### config.mk
export PLATFORM = sky130hd
export DESIGN_NAME = uartbytes_to_bram
export DESIGN_NICKNAME = d
export VERILOG_FILES = /design/src/rtl/uartbytes_to_bram.sv
export SDC_FILE = /design/constraint.sdc
export NUM_CORES = 1
export LEC_CHECK = 0
export CELL_PAD_IN_SITES_DETAIL_PLACEMENT = 0
export CELL_PAD_IN_SITES_GLOBAL_PLACEMENT = 1
export CORE_MARGIN = 10
export CORE_UTILIZATION = 41
export CTS_CLUSTER_SIZE = 14
export DETAILED_ROUTE_END_ITERATION = 8
export PLACE_DENSITY = 0.78
export SLEW_MARGIN = 25
export SYNTH_ARGS = -nofsm -noshare
export SYNTH_HDL_FRONTEND = slang
export SYNTH_SLANG_ARGS = --single-unit
### constraint.sdc
create_clock -name clk_in -period 2 [get_ports clk_in]
set_clock_uncertainty 0.2 [all_clocks]
set_input_delay 0.5 -clock clk_in [delete_from_list [all_inputs] [get_ports clk_in]]
set_output_delay 0.5 -clock clk_in [all_outputs]
set_load 0.03 [all_outputs]
### src/rtl/uartbytes_to_bram.sv
// UART 8N1 receiver that packs bytes MSB-first into BRAM words written to consecutive addresses.
// Define UARTBYTES_TIMEOUT_EN to drop a partial word after TIMEOUT_BAUDS idle bit-times.
module uartbytes_to_bram #(
   parameter int BRAM_WIDTH    = 24,
   parameter int BRAM_DEPTH    = 320*240,
   parameter int BAUD_RATE     = 3000000,
   parameter int CLK_FREQ      = 100000000,
   parameter int TIMEOUT_BAUDS = 64
) (
   input  logic                          clk_in,
   input  logic                          rst_n_in,
   input  logic                          uart_rxd,
   input  logic                          recv_enable_in,
   output logic [$clog2(BRAM_DEPTH)-1:0] wr_addr_out,
   output logic [BRAM_WIDTH-1:0]         wr_data_out,
   output logic                          wr_en_out,
   output logic                          frame_done_out,
   output logic                          frame_err_out,
   output logic                          busy_out
);
   localparam int BYTES = BRAM_WIDTH / 8;
   localparam int CPB   = CLK_FREQ / BAUD_RATE;
   localparam int AW    = $clog2(BRAM_DEPTH);
   localparam int BCW   = $clog2(CPB + 1);
   localparam int NW    = (BYTES > 1) ? $clog2(BYTES) : 1;
   localparam logic [BCW-1:0] HALF_M1   = BCW'(CPB / 2 - 1);
   localparam logic [BCW-1:0] FULL_M1   = BCW'(CPB - 1);
   localparam logic [AW-1:0]  LAST_ADDR = AW'(BRAM_DEPTH - 1);
   localparam logic [NW-1:0]  LAST_BYTE = NW'(BYTES - 1);

   typedef enum logic [2:0] {R_IDLE, R_START, R_DATA, R_STOP, R_BREAK} rx_state_t;

   rx_state_t         r_state, w_state_nx;
   logic              r_sync1, r_sync2, w_rxs;
   logic [BCW-1:0]    r_bc, w_bc_nx;
   logic [2:0]        r_bit, w_bit_nx;
   logic [7:0]        r_shift, w_shift_nx;
   logic              w_byte_vld, w_ferr_set, r_byte_vld;
   logic [BRAM_WIDTH-1:0] r_word;
   logic [NW-1:0]     r_cnt;
   logic              r_full;
   logic              w_timeout;

   assign w_rxs    = r_sync2;
   assign busy_out = (r_state != R_IDLE) || (r_cnt != '0);

   always_ff @(posedge clk_in or negedge rst_n_in) begin
      if (!rst_n_in) begin
         r_sync1 <= 1'b1;
         r_sync2 <= 1'b1;
         r_state <= R_IDLE;
         r_bc    <= '0;
         r_bit   <= '0;
         r_shift <= '0;
      end else begin
         r_sync1 <= uart_rxd;
         r_sync2 <= r_sync1;
         r_state <= w_state_nx;
         r_bc    <= w_bc_nx;
         r_bit   <= w_bit_nx;
         r_shift <= w_shift_nx;
      end
   end

   always_comb begin
      w_state_nx = r_state;
      w_bc_nx    = r_bc + 1'b1;
      w_bit_nx   = r_bit;
      w_shift_nx = r_shift;
      w_byte_vld = 1'b0;
      w_ferr_set = 1'b0;
      case (r_state)
         R_IDLE: begin
            w_bc_nx = '0;
            if (!w_rxs) w_state_nx = R_START;
         end
         R_START: begin
            // Re-check the line half a bit in, so short low glitches are ignored silently.
            if (r_bc == HALF_M1) begin
               w_bc_nx    = '0;
               w_bit_nx   = '0;
               w_state_nx = w_rxs ? R_IDLE : R_DATA;
            end
         end
         R_DATA: begin
            if (r_bc == FULL_M1) begin
               w_bc_nx    = '0;
               w_shift_nx = {w_rxs, r_shift[7:1]};
               w_bit_nx   = r_bit + 3'd1;
               if (r_bit == 3'd7) w_state_nx = R_STOP;
            end
         end
         R_STOP: begin
            if (r_bc == FULL_M1) begin
               w_bc_nx = '0;
               if (w_rxs) begin
                  w_byte_vld = 1'b1;
                  w_state_nx = R_IDLE;
               end else begin
                  w_ferr_set = 1'b1;
                  w_state_nx = R_BREAK;
               end
            end
         end
         R_BREAK: begin
            w_bc_nx = '0;
            if (w_rxs) w_state_nx = R_IDLE;
         end
         default: w_state_nx = R_IDLE;
      endcase
      if (!recv_enable_in) begin
         w_state_nx = R_IDLE;
         w_bc_nx    = '0;
         w_byte_vld = 1'b0;
         w_ferr_set = 1'b0;
      end
   end

`ifdef UARTBYTES_TIMEOUT_EN
   localparam int TOC = TIMEOUT_BAUDS * CPB;
   localparam int TW  = $clog2(TOC + 1);
   logic [TW-1:0] r_idle_cnt;
   logic          w_idle_run;

   assign w_idle_run = (r_cnt != '0) && (r_state == R_IDLE) && !r_byte_vld;
   assign w_timeout  = w_idle_run && (r_idle_cnt == TW'(TOC - 1));

   always_ff @(posedge clk_in or negedge rst_n_in) begin
      if (!rst_n_in)                                   r_idle_cnt <= '0;
      else if (!recv_enable_in || !w_idle_run || w_timeout) r_idle_cnt <= '0;
      else                                             r_idle_cnt <= r_idle_cnt + 1'b1;
   end
`else
   // TIMEOUT_BAUDS is never negative, so partial words are never dropped here.
   assign w_timeout = (TIMEOUT_BAUDS < 0);
`endif

   always_ff @(posedge clk_in or negedge rst_n_in) begin
      if (!rst_n_in) begin
         r_byte_vld     <= 1'b0;
         r_word         <= '0;
         r_cnt          <= '0;
         r_full         <= 1'b0;
         wr_addr_out    <= '0;
         wr_data_out    <= '0;
         wr_en_out      <= 1'b0;
         frame_done_out <= 1'b0;
         frame_err_out  <= 1'b0;
      end else if (!recv_enable_in) begin
         r_byte_vld     <= 1'b0;
         r_word         <= '0;
         r_cnt          <= '0;
         r_full         <= 1'b0;
         wr_addr_out    <= '0;
         wr_en_out      <= 1'b0;
         frame_done_out <= 1'b0;
         frame_err_out  <= 1'b0;
      end else begin
         r_byte_vld     <= w_byte_vld;
         r_full         <= 1'b0;
         wr_en_out      <= r_full;
         frame_done_out <= r_full && (wr_addr_out == LAST_ADDR);
         if (w_ferr_set) frame_err_out <= 1'b1;
         if (r_full) wr_data_out <= r_word;
         if (wr_en_out) wr_addr_out <= (wr_addr_out == LAST_ADDR) ? '0 : wr_addr_out + 1'b1;
         if (r_byte_vld) begin
            r_word <= {r_word[BRAM_WIDTH-9:0], r_shift};
            if (r_cnt == LAST_BYTE) begin
               r_cnt  <= '0;
               r_full <= 1'b1;
            end else begin
               r_cnt <= r_cnt + 1'b1;
            end
         end else if (w_timeout) begin
            r_cnt  <= '0;
            r_word <= '0;
         end
      end
   end
endmodule

## After elaboration in Yosys (flattened, before gate mapping)

Index checks and enable logic that the tools add are counted.

| cells by class | value |
|---|---|
| reduce and logical (&&, ||, !) cells | 12 |
| equality and inequality tests | 20 |
| add/subtract/negate cells | 4 |
| mux-type cells | 40 |

Operator list:

| kind | number |
|---|---|
| $mux W17 | 3 |
| $mux W24 | 2 |
| $mux W3 | 10 |
| $mux W6 | 3 |
| $ne A3 B3 Y1 const B | 6 |
| $pmux W6 S3 | 1 |
| $add A17 B1 Y17 const B | 1 |
| $eq A17 B17 Y1 const B | 1 |
| $mux W1 | 15 |
| $pmux W3 S5 | 1 |
| $mux W2 | 4 |
| $add A6 B1 Y6 const B | 1 |
| $eq A3 B2 Y1 const B | 2 |
| $eq A3 B3 Y1 const B | 2 |
| $eq A6 B4 Y1 const B | 1 |
| $eq A6 B6 Y1 const B | 1 |
| $ne A2 B1 Y1 const B | 3 |
| $pmux W3 S2 | 1 |
| $reduce_and A6 Y1 | 1 |
| $ne A2 B2 Y1 const B | 2 |
| $reduce_and A2 Y1 | 2 |
| $reduce_bool A2 Y1 | 2 |
| $reduce_or A2 Y1 | 2 |
| $add A3 B1 Y3 const B | 1 |
| other kinds (8) | 8 |

| storage, ports and cells | value |
|---|---|
| input port bits | 4 |
| logic and storage cells | 91 |
| register bits after elaboration | 94 |
| output and inout port bits | 45 |

## Logic depth before layout (Yosys ltp)

Gate-level depths: netlist (run 1).

| depth | value |
|---|---|
| word-level depth | 6 |
| gate-level depth with buffers | 7 |

## Least setup slack after synthesis (run 1)

No wires, ideal clock.

| timing | value |
|---|---|
| kind | reg2reg |
| from | reg wr_addr_out[0] |
| to | reg wr_addr_out[3] |
| arrival time | 1.805 ns |
| path buffers | 0 |
| data required time | 1.665 ns |
| path slack | -0.140 ns |
| cell stages (with the launch flop) | 6 |
| cell sequence | dfrtp_1 > ha_1 > nand2_1 > or4_4 > o31ai_4 > nor2_1 |

| on the way | value |
|---|---|
| word-level cells in the longest chain between the ends | 4 |
| elaborated cells on any way between the ends | 5 |

Ends and longest elaborated chain:

| item | line | source |
|---|---|---|
| start: declaration | 14 | `output logic [$clog2(BRAM_DEPTH)-1:0] wr_addr_out,` |
| start signal: assignment | 165 | `if (wr_en_out) wr_addr_out <= (wr_addr_out == LAST_ADDR) ? '0 : wr_addr_out + 1'b1;` |
| $add A17 B1 Y17 or $eq A17 B17 Y1 (tied branches) | 165 |  |
| $mux W17 * (2 in series) | 165 |  |
| $mux W17 * | 149 | `end else if (!recv_enable_in) begin` |

Mark *: on every way between the ends. The rest lies on a longest branch, timed or not. The select of a mux whose other input is x is not followed.
A chain may end at the register's enable or synchronous reset.

## Worst setup path in the final report (run 1)

| timing | value |
|---|---|
| from | reg r_bc[1] |
| to | reg r_bit[1] |

| on the way | value |
|---|---|
| word-level cells in the longest chain between the ends | 3 |
| elaborated cells on any way between the ends | 5 |

Ends and longest elaborated chain:

| item | line | source |
|---|---|---|
| start: declaration | 35 | `logic [BCW-1:0] r_bc, w_bc_nx;` |
| start signal: assignment | 59 | `r_bc <= w_bc_nx;` |
| $eq A6 B6 Y1 or $eq A6 B4 Y1 (tied branches) | 86, 79 |  |
| $ne A2 B2 Y1 (no line) | -- |  |
| $reduce_and A3 Y1 (no line) * | -- |  |
| end signal: assignment | 60 | `r_bit <= w_bit_nx;` |
| end: declaration | 36 | `logic [2:0] r_bit, w_bit_nx;` |

Mark *: on every way between the ends. The rest lies on a longest branch, timed or not.

==> results.cfg, run 1 <==
[floorplanning]
core_um2 = 9910
die_w_um = 121
initial_core_util = 0.426
fp-row-count = 36
die_h_um = 121
boundaryPins = 49
dieArea_um2 = 14800

[setup_path]
path_class = register to register
crit_fanout = 3
endpoint_kind = register
required_ps = 2040
crit_path_start_kind = register
crit_arrival_ps = 2030

[global_route]
grt_pass1_vias = 2910
grt_max_degree = 44
grt_util_met3 = 0.0261
grt_busiest_layer = met2
gr-usage-met1 = 0.163
antenna_found_initial = 0
overflow = 0
grt_util_met2 = 0.191
grt_pass1_wl_um = 14800
grt_usage = 0.123

[logic_synthesis]
synthArstFlopShare = 1.00
synth_seq_area_share = 0.558
netlist_area_um2 = 4220
synth_cell_type_count = 53
yosysMostFrequentCell = dfrtp_1
synth-edff-count = 0
synthCells = 346
yosysTopAreaCell = dfrtp_1
yosysWarnings = 0
synth.top_cells.by_count = dfrtp_1, mux2_2, mux2i_1, nor2b_1, nor2_1
yosys-top-cells-area = dfrtp_1, mux2_2, mux2i_1
ys_ff_latch = 94
syn-num-nets = 355
synth.avg_cell_area_um2 = 12.2
synth_top_area_frac = 0.546
synth_ff_type = dfrtp_1

[clocking]
root_buffer = clkbuf_8
cts_buffer_depth = 2
clkTransAtPathRegs_ps = 90
cts_buffers = 9
clock_sinks = 94
insertion_delay_ps = 360
cts_tree = built
h-tree-depth = 3

[flow_run]
cap_violations = 0

[sta]
rsz0062_at_grt = true
setup_violations = 0
finalCriticalPeriod_ps = 1990
timing.fmax_mhz = 502
slew_viol_final = 0
worst_pin_slew_ps = 464
final.period_utilization = 0.997
hold_viol = 0
relSlewSlack = 0.691

[pwr]
p_int_mw = 2.71
finalPower_mw = 3.50
power.switching_mw = 0.787
max-vdd-ir-drop_mv = 0.281
leakagePower_nw = 2.57
seqPwrFrac = 0.547
pwr-share-comb = 0.042
clockPowerShare = 0.411
switching_share = 0.225
power_density_nw_per_um2 = 652

[route]
vias_per_cell = 5.11
drtPass1Iterations = 4
ant_nets = 0
remaining_drc_errors = 0
avgRoutedWirePerCell_um = 15.5
routed_wl_um = 8710
initialDrtViolationCount = 175
via_count = 2864

[placement]
dp_hpwl_um = 5890
numPortBuffers = 48
routabilityCongestion = 0.807

[cells_and_area]
syn_to_final_growth_pct = 27.2
fin_util = 0.542
diodes = 0
drive_gt1_frac = 0.278
fin_nets = 432

[min_path]
hold_path.class = register to register

[run_status]
status = finished clean
[power by group through the flow]
stage	Clock (mW)	Combinational, mW	Sequential, mW
after global placement	0	0.139	1.95
final	1.44	0.146	1.91
after global routing	1.56	0.163	1.92
after floorplan	0	0.0490	1.96
after CTS	1.47	0.148	1.91
after detailed placement	0	0.141	1.95
[registers in the layout, summed over array words and instances (netlist names)]
signal          cells
r_word             24
wr_data_out        24
wr_addr_out        17
r_shift             8
r_bc                6
r_bit               3
r_state             3
r_cnt               2
frame_done_out      1
frame_err_out       1
r_byte_vld          1
r_full              1
r_sync1             1
r_sync2             1
wr_en_out           1
[final cells by class]
cell class	instances	area (um^2)
clock buffer	10	138
clock inverter	6	92.6
fill	888	4540
inverter	5	18.8
multi-input combinational	227	1820
sequential	94	2370
tap	133	166
timing repair buffer	86	767
[cell usage in the layout, fill, tap and decap left out, drive strengths merged, types with 5 or more instances in the layout]
master	count
inv	6
o21ai	5
clkbuf	15
nor2b	25
buf	39
nand4	8
dlygate4sd2	37
nor2	19
nand2	18
xor2	9
nand3	11
a21oi	5
nand2b	5
dfrtp	92
mux2	33
nand3b	5
ha	5
mux2i	25
and2	6
[critical path: stages (launching register included)]
cell	delay [ps]
dfrtp_1	380
ha_2	190
nand3_2	80
or4_4	440
mux2_4	290
a221o_1	300
[per-layer routing]
layer | wire length, um | up-vias
met5 | 0 | -
met4 | 113 | 0
met3 | 418 | 8
met2 | 4020 | 41
met1 | 4160 | 1440
li1 | - | 1375
[path summary, 6_finish.rpt]
path	from	endpoint	slack, ps	depth (start not counted)
worst min register to register	r_sync1$_DFF_PN1_	r_sync2$_DFF_PN1_	170	0
worst min-delay path	r_sync1$_DFF_PN1_	r_sync2$_DFF_PN1_	170	0
worst max-delay path	r_bc[1]$_DFF_PN0_	r_bit[1]$_DFFE_PN0P_	7	5
max in group asynchronous	rst_n_in	wr_addr_out[0]$_DFFE_PN0P_	590	3
min in group asynchronous	rst_n_in	r_word[16]$_DFFE_PN0P_	420	2
worst max register to register	r_bc[1]$_DFF_PN0_	r_bit[1]$_DFFE_PN0P_	7	5
[timing repair]
action                     in CTS  in global routing
gates resized for setup        57                 15
hold buffers                    1                  0
setup endpoints to repair      58                 33
setup buffers                   2                  1
pin swaps                       0                  2
hold endpoints to repair       27                  0
[per-stage QoR]
step           area, um^2  cells  TNS, ps  worst slack, ps  hold WS, ps
2_1_floorplan        4250    346     -236            -28.9         4.41
3_3_place_gp         5120    541    -1410             -115          145
3_5_place_dp         5120    541    -1670             -116          154
4_1_cts              5370    560    -5.30            -5.30          171
5_1_grt              5370    561     -938             -115          178
6_report             5370    561        0             6.57          170
[kinds of logic (layout without fill, tap and decap cells)]
kind of cell,count (synthesis),after routing,synth area share
buffers and inverters,25,107,0.0258
AO/OA/AOI/OAI,32,32,0.0590
multiplexers,58,58,0.148
XOR/XNOR,12,12,0.0249
flip-flops,94,94,0.558
AND/OR/NAND/NOR,120,120,0.169
adder cells (fa/ha/maj),5,5,0.0148
Power figures use the tool's default switching activity.
==> run 2, diff against run 1 <==
--- a/config.mk
+++ b/config.mk
@@ -11,6 +11,7 @@
 export CORE_UTILIZATION = 41
 export CTS_CLUSTER_SIZE = 14
 export DETAILED_ROUTE_END_ITERATION = 8
+export GPL_TIMING_DRIVEN = 0
 export PLACE_DENSITY = 0.78
 export SLEW_MARGIN = 25
 export SYNTH_ARGS = -nofsm -noshare
==> run 2 against run 1 <==
  * The flow now finishes with violations (negative setup slack)
  * Core utilization down 0.10 points
  * Worst setup slack worse by 120 ps
  * First-iteration DRC count down 18%
  * Wire length is 3.0% higher
  * Count of clock-buffer cells in the layout unchanged
  * Via count decreased by 0.56%
  * Critical endpoint is now r_shift[4]$_DFFE_PN0P_
==> results.cfg, run 2 (synthesized netlist as in run 1, its figures left out) <==
[pwr]
seqPwrFrac = 0.561
power_density_nw_per_um2 = 637
power.switching_mw = 0.817
p_int_mw = 2.60
switching_share = 0.239
max-vdd-ir-drop_mv = 0.344
pwr-share-comb = 0.042
clockPowerShare = 0.398
leakagePower_nw = 2.55

[sta]
final.period_utilization = 1.06
setup_violations = 13
worst_pin_slew_ps = 643
rsz0062_at_grt = true
timing.fmax_mhz = 472
hold_viol = 0
tns_ps = -1070
slew_viol_final = 0
relSlewSlack = 0.572
fin_ws_ps = -117
fin_hold_ws_ps = 161
finalCriticalPeriod_ps = 2120

[run_status]
status = complete, but fails checks
violations = negative setup slack

[setup_path]
slowest_stage = dfrtp_1
path_class = register to register
startpoint = r_bc[0]$_DFF_PN0_
crit_path_start_kind = register
critPathTopFamily = simple AND/OR/NAND/NOR gates
crit_fanout = 5
endpoint_kind = register
required_ps = 2050
slowest_delay_ps = 420
crit_buf_inv = 3
crit_arrival_ps = 2170
regToRegSetupSlack_ps = -120
rr_startpoint = r_bc[0]$_DFF_PN0_
crit_chain = inv_2 -> ha_4 -> nor4b_4 -> nand3_4 -> nor3_4 -> buf_6 -> buf_12 -> mux2_4

[clocking]
cts_buffers = 9
cts_buffer_depth = 2
cts_tree = built
h-tree-depth = 3
root_buffer = clkbuf_8
clkTransAtPathRegs_ps = 90
clock_sinks = 94
insertion_delay_ps = 370

[cells_and_area]
final_cell_mix = dfrtp_1, dlygate4sd2_1, mux2i_1, nor2b_1, mux2_2
drive_gt1_frac = 0.270
final_common_cell = dfrtp_1
syn_to_final_growth_pct = 27.0
fill_cells = 888
reg_top3 = r_word: 24 flops, wr_data_out: 24 flops, wr_addr_out: 17 flops
fin_area_um2 = 5360
fin_nets = 433
fin_util = 0.541
diodes = 0

[route]
avgRoutedWirePerCell_um = 16.0
via_count = 2848
vias_per_cell = 5.07
routed_wl_um = 8980
initialDrtViolationCount = 144
remaining_drc_errors = 0
drtPass1Iterations = 4
ant_nets = 0

[placement]
dpl-instance-area_um2 = 4930
routabilityCongestion = 0.743
place_ws_ps = -732
dp_hpwl_um = 6160
numPortBuffers = 48

[global_route]
grt_pass1_wl_um = 14800
grt_pass1_vias = 2893
antenna_found_initial = 0
overflow = 0
grt_usage = 0.123
grt_max_degree = 67

[min_path]
hold_path.class = register to register
worstHoldStart = r_sync1$_DFF_PN1_

[floorplanning]
initial_core_util = 0.426
die_w_um = 121
fp-row-count = 36
core_um2 = 9910
die_h_um = 121
boundaryPins = 49
dieArea_um2 = 14800

[flow_run]
cap_violations = 0
-- run 2: metrics by stage --
| stage | power (mW) | std cells |
|---|---|---|
| after floorplan | 2.00 | 346 |
| after global placement | 2.07 | 527 |
| after detailed placement | 2.08 | 528 |
| after CTS | 3.44 | 550 |
| after global routing | 3.54 | 562 |
| final | 3.41 | 562 |
-- run 2: worst paths after layout --
check,cells after the start,end
min reg2reg,0,r_sync2$_DFF_PN1_
min in group asynchronous,2,wr_data_out[8]$_DFFE_PN0P_
max in group asynchronous,3,r_sync2$_DFF_PN1_
max reg2reg,8,r_shift[4]$_DFFE_PN0P_
max,8,r_shift[4]$_DFFE_PN0P_
min,0,r_sync2$_DFF_PN1_
-- run 2: power by group through the flow --
stage               sequential, mW  combinational [mW]  clock [mW]
finish                        1.91               0.142        1.36
global route                  1.92               0.159        1.47
CTS                           1.91               0.139        1.38
detailed placement            1.95               0.129           0
global placement              1.95               0.120           0
floorplan                     1.96              0.0490           0
-- run 2: what timing repair did --
item | CTS | global route
pin swaps | 2 | 4
cloned | 0 | 0
setup buffers | 6 | 12
endpoints found under the setup margin | 95 | 48
endpoints found under the hold margin | 28 | 0
resized for setup | 61 | 36
hold buffers | 1 | 0
-- run 2: routing by layer --
metal | global-route usage | wire, um | part of all wire
met1 | 0.160 | 4240 | 0.47
met2 | 0.197 | 4310 | 0.48
met3 | 0.0214 | 275 | 0.031
met4 | 0.0544 | 143 | 0.016
met5 | 0 | 0 | 0
-- run 2: area by class of cell --
cell class | count | area, um^2 | share of cell area
timing repair buffer | 68 | 623 | 0.116
inverter | 5 | 18.8 | 0.00350
tap | 133 | 166 | 0.0310
clock buffer | 10 | 138 | 0.0257
buffer | 19 | 110 | 0.0205
clock inverter | 6 | 75.1 | 0.0140
sequential | 94 | 2370 | 0.441
multi-input combinational | 227 | 1860 | 0.348
